## src/rtl/axis_frame_arbiter.sv

```systemverilog
// Two-input frame-aware AXI-Stream arbiter with registered output.
// Grants are held for a whole frame; per-input TLAST counters for status.
module axis_frame_arbiter #(
    parameter int DW = 512
) (
    input  logic            clk,
    input  logic            resetn,
    input  logic            ARB_MODE,
    input  logic [DW-1:0]   S0_TDATA,
    input  logic [DW/8-1:0] S0_TKEEP,
    input  logic            S0_TLAST,
    input  logic            S0_TVALID,
    output logic            S0_TREADY,
    input  logic [DW-1:0]   S1_TDATA,
    input  logic [DW/8-1:0] S1_TKEEP,
    input  logic            S1_TLAST,
    input  logic            S1_TVALID,
    output logic            S1_TREADY,
    output logic [DW-1:0]   M_TDATA,
    output logic [DW/8-1:0] M_TKEEP,
    output logic            M_TLAST,
    output logic            M_TVALID,
    input  logic            M_TREADY,
    output logic [1:0]      GRANT,
    output logic [31:0]     FRAME_CNT0,
    output logic [31:0]     FRAME_CNT1
);

    typedef enum logic [1:0] {
        IDLE = 2'd0,
        GNT0 = 2'd1,
        GNT1 = 2'd2
    } state_t;

    state_t      state, state_n;
    logic        last, last_n;
    logic        slot_free;
    logic        acc0, acc1;
    logic [31:0] cnt0, cnt1;

    // Output slot can take a new beat when empty or draining this cycle.
    always_comb begin
        slot_free = !M_TVALID || M_TREADY;
        S0_TREADY = (state == GNT0) && slot_free;
        S1_TREADY = (state == GNT1) && slot_free;
        acc0      = S0_TVALID && S0_TREADY;
        acc1      = S1_TVALID && S1_TREADY;
    end

    always_comb begin
        state_n = state;
        last_n  = last;
        unique case (state)
            IDLE: begin
                if (S0_TVALID && S1_TVALID) begin
                    if (ARB_MODE || last) begin
                        state_n = GNT0;
                        last_n  = 1'b0;
                    end else begin
                        state_n = GNT1;
                        last_n  = 1'b1;
                    end
                end else if (S0_TVALID) begin
                    state_n = GNT0;
                    last_n  = 1'b0;
                end else if (S1_TVALID) begin
                    state_n = GNT1;
                    last_n  = 1'b1;
                end
            end
            GNT0: if (acc0 && S0_TLAST) state_n = IDLE;
            GNT1: if (acc1 && S1_TLAST) state_n = IDLE;
            default: state_n = IDLE;
        endcase
    end

    always_ff @(posedge clk or negedge resetn) begin
        if (!resetn) begin
            state <= IDLE;
            last  <= 1'b1;
        end else begin
            state <= state_n;
            last  <= last_n;
        end
    end

    // Data registers move only on an accepted beat; a held beat is frozen.
    always_ff @(posedge clk or negedge resetn) begin
        if (!resetn) begin
            M_TDATA  <= '0;
            M_TKEEP  <= '0;
            M_TLAST  <= 1'b0;
            M_TVALID <= 1'b0;
        end else if (acc0) begin
            M_TDATA  <= S0_TDATA;
            M_TKEEP  <= S0_TKEEP;
            M_TLAST  <= S0_TLAST;
            M_TVALID <= 1'b1;
        end else if (acc1) begin
            M_TDATA  <= S1_TDATA;
            M_TKEEP  <= S1_TKEEP;
            M_TLAST  <= S1_TLAST;
            M_TVALID <= 1'b1;
        end else if (slot_free) begin
            M_TVALID <= 1'b0;
        end
    end

    always_ff @(posedge clk or negedge resetn) begin
        if (!resetn) begin
            cnt0 <= '0;
            cnt1 <= '0;
        end else begin
            if (acc0 && S0_TLAST) cnt0 <= cnt0 + 32'd1;
            if (acc1 && S1_TLAST) cnt1 <= cnt1 + 32'd1;
        end
    end

    assign GRANT      = {state == GNT1, state == GNT0};
    assign FRAME_CNT0 = cnt0;
    assign FRAME_CNT1 = cnt1;

endmodule

```

## config.mk

```make
export PLATFORM = sky130hd
export DESIGN_NAME = axis_frame_arbiter
export DESIGN_NICKNAME = d
export VERILOG_FILES = /design/src/rtl/axis_frame_arbiter.sv
export SDC_FILE = /design/constraint.sdc
export NUM_CORES = 2
export LEC_CHECK = 0
export BUFFER_PORTS_ARGS = -buffer_cell sky130_fd_sc_hd__clkbuf_2
export CORE_AREA = 4 4 698 700
export DETAILED_ROUTE_END_ITERATION = 8
export DIE_AREA = 0 0 702 704
export PLACE_DENSITY = 0.31
export SETUP_SLACK_MARGIN = 0.2
export SYNTH_ARGS = -nofsm -noshare
export SYNTH_HDL_FRONTEND = slang
export SYNTH_SLANG_ARGS = --single-unit
```

## constraint.sdc

```tcl
create_clock -name clk -period 2.4 [get_ports clk]
set_input_delay 0.24 -clock clk [delete_from_list [all_inputs] [get_ports clk]]
set_output_delay 0.24 -clock clk [all_outputs]
set_load 0.01 [all_outputs]
```

======== Word level (Yosys, flattened, before mapping) ========
Index checks and enable logic that the tools add are counted.
word-level totals
  flip-flop bits (word level) ............. 645
  input port bits ......................... 1,160
  output and inout port bits .............. 646
  logic and storage cells ................. 51
operators by class
  add/sub/neg operators ................... 2
  equal/unequal tests ..................... 5
  mux-type cells .......................... 20
  reduce and logical (&&, ||, !) cells .... 16
operator list
  kind                     count
  $mux W512                2
  $mux W64                 2
  $add A32 B1 Y32 const B  2
  $mux W2                  6
  $mux W1                  9
  $logic_and A1 B1 Y1      7
  $pmux W2 S3              1
  $reduce_bool A3 Y1       2
  $ne A2 B1 Y1 const B     2
  $ne A4 B4 Y1 const B     1
  $reduce_and A3 Y1        1
  $eq A2 B1 Y1 const B     1
  $eq A2 B2 Y1 const B     1
  $logic_not A2 Y1         1
  $logic_or A1 B1 Y1       2
  $reduce_and A2 Y1        1
  $reduce_bool A2 Y1       1
  $logic_not A1 Y1         1

======== Logic depth before layout (Yosys ltp) ========
  depth in word-level cells ............... 7
  depth in mapped cells ................... 8
  gate-level depth less buffers ........... 5

======== Worst setup path after synthesis ========
Ideal clock, no wire load.
  kind .................................... reg2reg
  start ................................... register state[1]
  end ..................................... register cnt0[26], in the netlist FRAME_CNT0[26]
  library setup time ...................... 0.079 ns
  arrival ................................. 1.728 ns
  required time ........................... 2.321 ns
  path slack .............................. 0.593 ns
  cell stages (with the launch flop) ...... 6
  buffers on the path ..................... 1
  period minus slack after synthesis ...... 1.807 ns
  cells stage by stage .................... dfrtp_1 > nand2b_2 > or4_4 > buf_6 > nor4_4 > xor2_1
on the way
  word-level cells in the longest chain between the ends .. 4
ends and longest elaborated chain
  item                    RTL line  source
  start, declared         35        state_t state, state_n;
  start signal, assigned  82        state <= state_n;
  $eq A2 B1 Y1            44        S0_TREADY = (state == GNT0) && slot_free;
  $logic_and A1 B1 Y1     44
  $logic_and A1 B1 Y1     46        acc0 = S0_TVALID && S0_TREADY;
  $logic_and A1 B1 Y1     114       if (acc0 && S0_TLAST) cnt0 <= cnt0 + 32'd1;
  end signal, assigned    114
  end, declared           39        logic [31:0] cnt0, cnt1;
No other way between the ends.
A chain may end at the register's enable or synchronous reset.

======== Worst setup path in the final report ========
  start ................................... register state[1]
  end ..................................... register M_TDATA[32]
on the way
  word-level cells in the longest chain between the ends .. 4
  elaborated cells between the ends (all ways) .. 8
  classes of those cells .................. eq/ne (2); mux (1); reduce/logical (5)
ends and longest elaborated chain
  item                                                    RTL line  source
  $eq A2 B1 Y1 / $eq A2 B2 Y1 (equally long branches)     44, 45
  $logic_and A1 B1 Y1 (on tied branches)                  44, 45
  $logic_and A1 B1 Y1 (on tied branches)                  46, 47
  $mux W512 / $reduce_bool A2 Y1 (equally long branches)  n/a
  end signal, assigned                                    90        M_TDATA <= '0;
  end signal, assigned                                    95        M_TDATA <= S0_TDATA;
  end signal, assigned                                    100       M_TDATA <= S1_TDATA;
  end, declared                                           19        output logic [DW-1:0] M_TDATA,
Parallel ways exist; a longest one is shown, timed or not.

==> summary.md <==
| Metric | Value |
|---|---|
| Status | finished, final reports clean |
| Final Skew | 0.0506 ns |
| Routability cong. | 0.936 |
| Vias in the first global route | 40,000 |
| Clock network power share | 22.5% |
| Synth Area in Compound Gates | 12.6% |
| Setup slack, reg-to-reg | 0.20 ns |
| PD cells | 1050 nW/um^2 |
| I/O pin count | 1,806 |
| Simple-Gate Fraction of Synth Area | 25.6% |
| #FFs+latches synth | 645 |
| Fillers | 55,800 |
| CP endpoint kind | register |
| 1st-pass router iterations | 6 |
| Top post-synthesis cells by area | dfrtp_1 56%, nand2_1 15%, a31oi_1 12% |
| RSZ-0062 raised after global routing | yes |
| Post-synth EDFFs | 0 |
| Mean Syn Cell Area | 8.41 sq um |
| Commonest non-fill, non-tap cell in the layout | clkbuf_2 |
| Mux share of post-synthesis cell area | 0.156% |
| Detailed Route WL | 375 mm |
| Post-synthesis async set-or-reset flop share | 100% |
| Synth area leader | dfrtp_1 |
| Via count | 40,400 |
| Synthesized net count | 4,601 |
| Max Root-Sink Buffers | 4 |
| Worst-path maximum fanout | 24 |
| Layout Utilization | 13.1% |
| Post-route DRC | 0 |
| Max-cap violations | 0 |
| Final std cells w/o fill | 13,100 |
| Clk root buf | clkbuf_16 |
| First-pass GRT wire length | 457 mm |
| Sequential area share after synthesis | 55.8% |
| Reg2reg end | M_TDATA[32] |
| Max-slew violations | 0 |
| Die H | 704 microns |
| Fin Setup TNS | 0 ns |
| I/O Buffers | 1,805 |
| Layout Nets | 7,620 |
| DRT iter0 DRCs | 2,758 |
| Worst R2R Start | state[1] |
| Clock tree from TritonCTS | built |
| Reg clk slew, reported paths | 0.06 ns |
| Post-Synth XOR/XNOR Area | 1.88% |
| Total power | 0.0663 W |
| Relative slew slack | 52.2% |
| Die ar. | 494,000 sq um |
| Clock Latency Late Sink | 0.82 ns |
| Main combinational cell family by area after synthesis | simple AND/OR/NAND/NOR gates |
| Req. time, crit path | 3.07 ns |
| Total GRT Usage | 14.3% |
| Initial core utilization | 6.01% |
| Total congestion overflow | 0 |
| DRT antenna net count | 0 |
| Routed length per instance | 28.6 microns |
| Psw | 0.0300 W |
| Clock Sink Count | 645 |
| Share of power burned in registers | 29.2% |
| Vias/cell | 3.08 |
| Cells after Synth | 3,439 |
| Sw frac | 45.3% |
| Area share of the largest cell type after synthesis | 55.7% |
| Worst min path class | in -> async |
| Netlist cell types | 39 |
| Most frequent cells in the layout | 1,799 x clkbuf_2, 1,173 x nand2_1, 1,164 x dlygate4sd3_1, 642 x dfrtp_1, 589 x nor2_1 |
| Initial antenna violation count | 409 |
| Die Wd | 702 microns |
| Core area | 481,000 sq um |
| Htree depth | 3 |
| Worst-Margin Slew | 0.714 ns |
| WHS | 0.149 ns |
| Comb pwr share | 48.2% |
| Pint | 0.0362 W |
| Top_reg_cell synth | dfrtp_1 |
| Fin crit period | 2.20 ns |
| Adder-Cell Fraction of Synth Area | 0.0866% |
| Synth Warn # | 0 |
| Crit path launch type | register |
| Setup CP Type | reg -> reg |
| Final Hold Viols | 0 |
| Placed wire-length estimate | 322 mm |
| Num CTS Buffers | 96 |
| Share of cells above drive strength 1 | 33.6% |
| Period utilisation layout | 91.7% |
| Fmax | 454 MHz |
| Layout area overhead | 119% |
| Synth Cell Area | 28,900 sq um |
| Cells after DPL | 11,600 |
| Final number of setup-violating endpoints | 0 |
| Core Rows | 255 |
| Peak VDD IR | 0.526 mV |
| Largest net degree at the start of global routing | 127 |
| Static leakage | 27.6 nW |
| Critical path arrival | 2.87 ns |
| Critical Path Source | state[1] |
| Worst Reg2Reg Path Length in Cells | 8 |
[metrics by stage]
stage / area [sq um] / setup slack [ns]
floorplan: 28900 / 0.593
global placement: 46800 / 0.238
detailed placement: 46800 / 0.214
CTS: 61900 / 0.120
global route: 63000 / 0.147
finish: 63300 / 0.200
[power by group through the flow]
stage | combinational [W] | sequential, W | clock [W]
5_1_grt | 0.0345 | 0.0199 | 0.0159
3_3_place_gp | 0.0284 | 0.0195 | 0
2_1_floorplan | 0.00964 | 0.0209 | 0
4_1_cts | 0.0312 | 0.0194 | 0.0156
6_report | 0.0320 | 0.0194 | 0.0149
3_5_place_dp | 0.0282 | 0.0195 | 0
[cells by family after synthesis]
kind of cell / after synthesis
and+or+nand+nor: 1875
adders and majority gates: 2
DFF: 645
AOI/OAI and AO/OA: 584
xor gates and xnor gates: 62
muxes: 4
buffers and inverters: 267
[synth_stat cells (3+ instances only)]
library cell  number
a21oi_1            6
a31oi_1          576
and3_1             8
and4_1             8
buf_1             19
buf_2             73
clkbuf_1         168
dfrtp_1          644
inv_1              6
mux2_2             4
nand2_1         1173
nand3_1           23
nand3b_1           5
nand4_1           24
nor2_1           591
nor3_1            12
nor4_1             9
nor4_4             3
xnor2_1           38
xor2_1            24
[state kept, by name (all words and copies together) (netlist names)]
register / flops
M_TLAST: 1
last: 1
FRAME_CNT1: 32
M_TVALID: 1
M_TKEEP: 64
M_TDATA: 512
FRAME_CNT0: 32
state: 2
[critical path, stage by stage, from the launching register on]
cell and delay (ns):
dfrtp_2 0.40, buf_4 0.16, nand2b_4 0.16, inv_2 0.09, nand3_4 0.14, buf_16 0.20
buf_4 0.38, nand2_1 0.19, a31oi_1 0.10
[layer usage]
layer / routed length [microns] / global-route usage, % / vias up
met4: 16000 / 5.07 / 154
met5: 997 / 0 / -
met3: 32800 / 4.83 / 783
met2: 171000 / 23.4 / 2155
met1: 154000 / 17.3 / 19400
li1: - / - / 17800
[how the worst max path moves through the flow]
stage / end / slack, ns
2_1_floorplan: FRAME_CNT0[26] / 0.59
3_3_place_gp: M_TDATA[493] / 0.24
3_5_place_dp: M_TDATA[95] / 0.21
4_1_cts: S1_TREADY / 0.12
5_1_grt: M_TDATA[227] / 0.15
6_report: M_TDATA[32] / 0.20
[layout make-up]
type	count	area [sq um]	area share (%)
antenna	160	400	0.633
clock buffer	142	2840	4.48
clock inverter	25	330	0.522
inverter	6	25.0	0.0396
multi-input combinational	2527	11700	18.6
sequential	645	16100	25.5
tap	6425	8040	12.7
timing repair buffer	3182	23700	37.5
[timing repair]
item / CTS / global route
pin swaps: 1 / 3
cloned: 4 / 21
hold endpoints to repair: 1101 / 0
resized for setup: 27 / 39
hold buffers: 1164 / 0
setup buffers: 8 / 20
endpoints found under the setup margin: 26 / 425
Power figures use the tool's default switching activity.
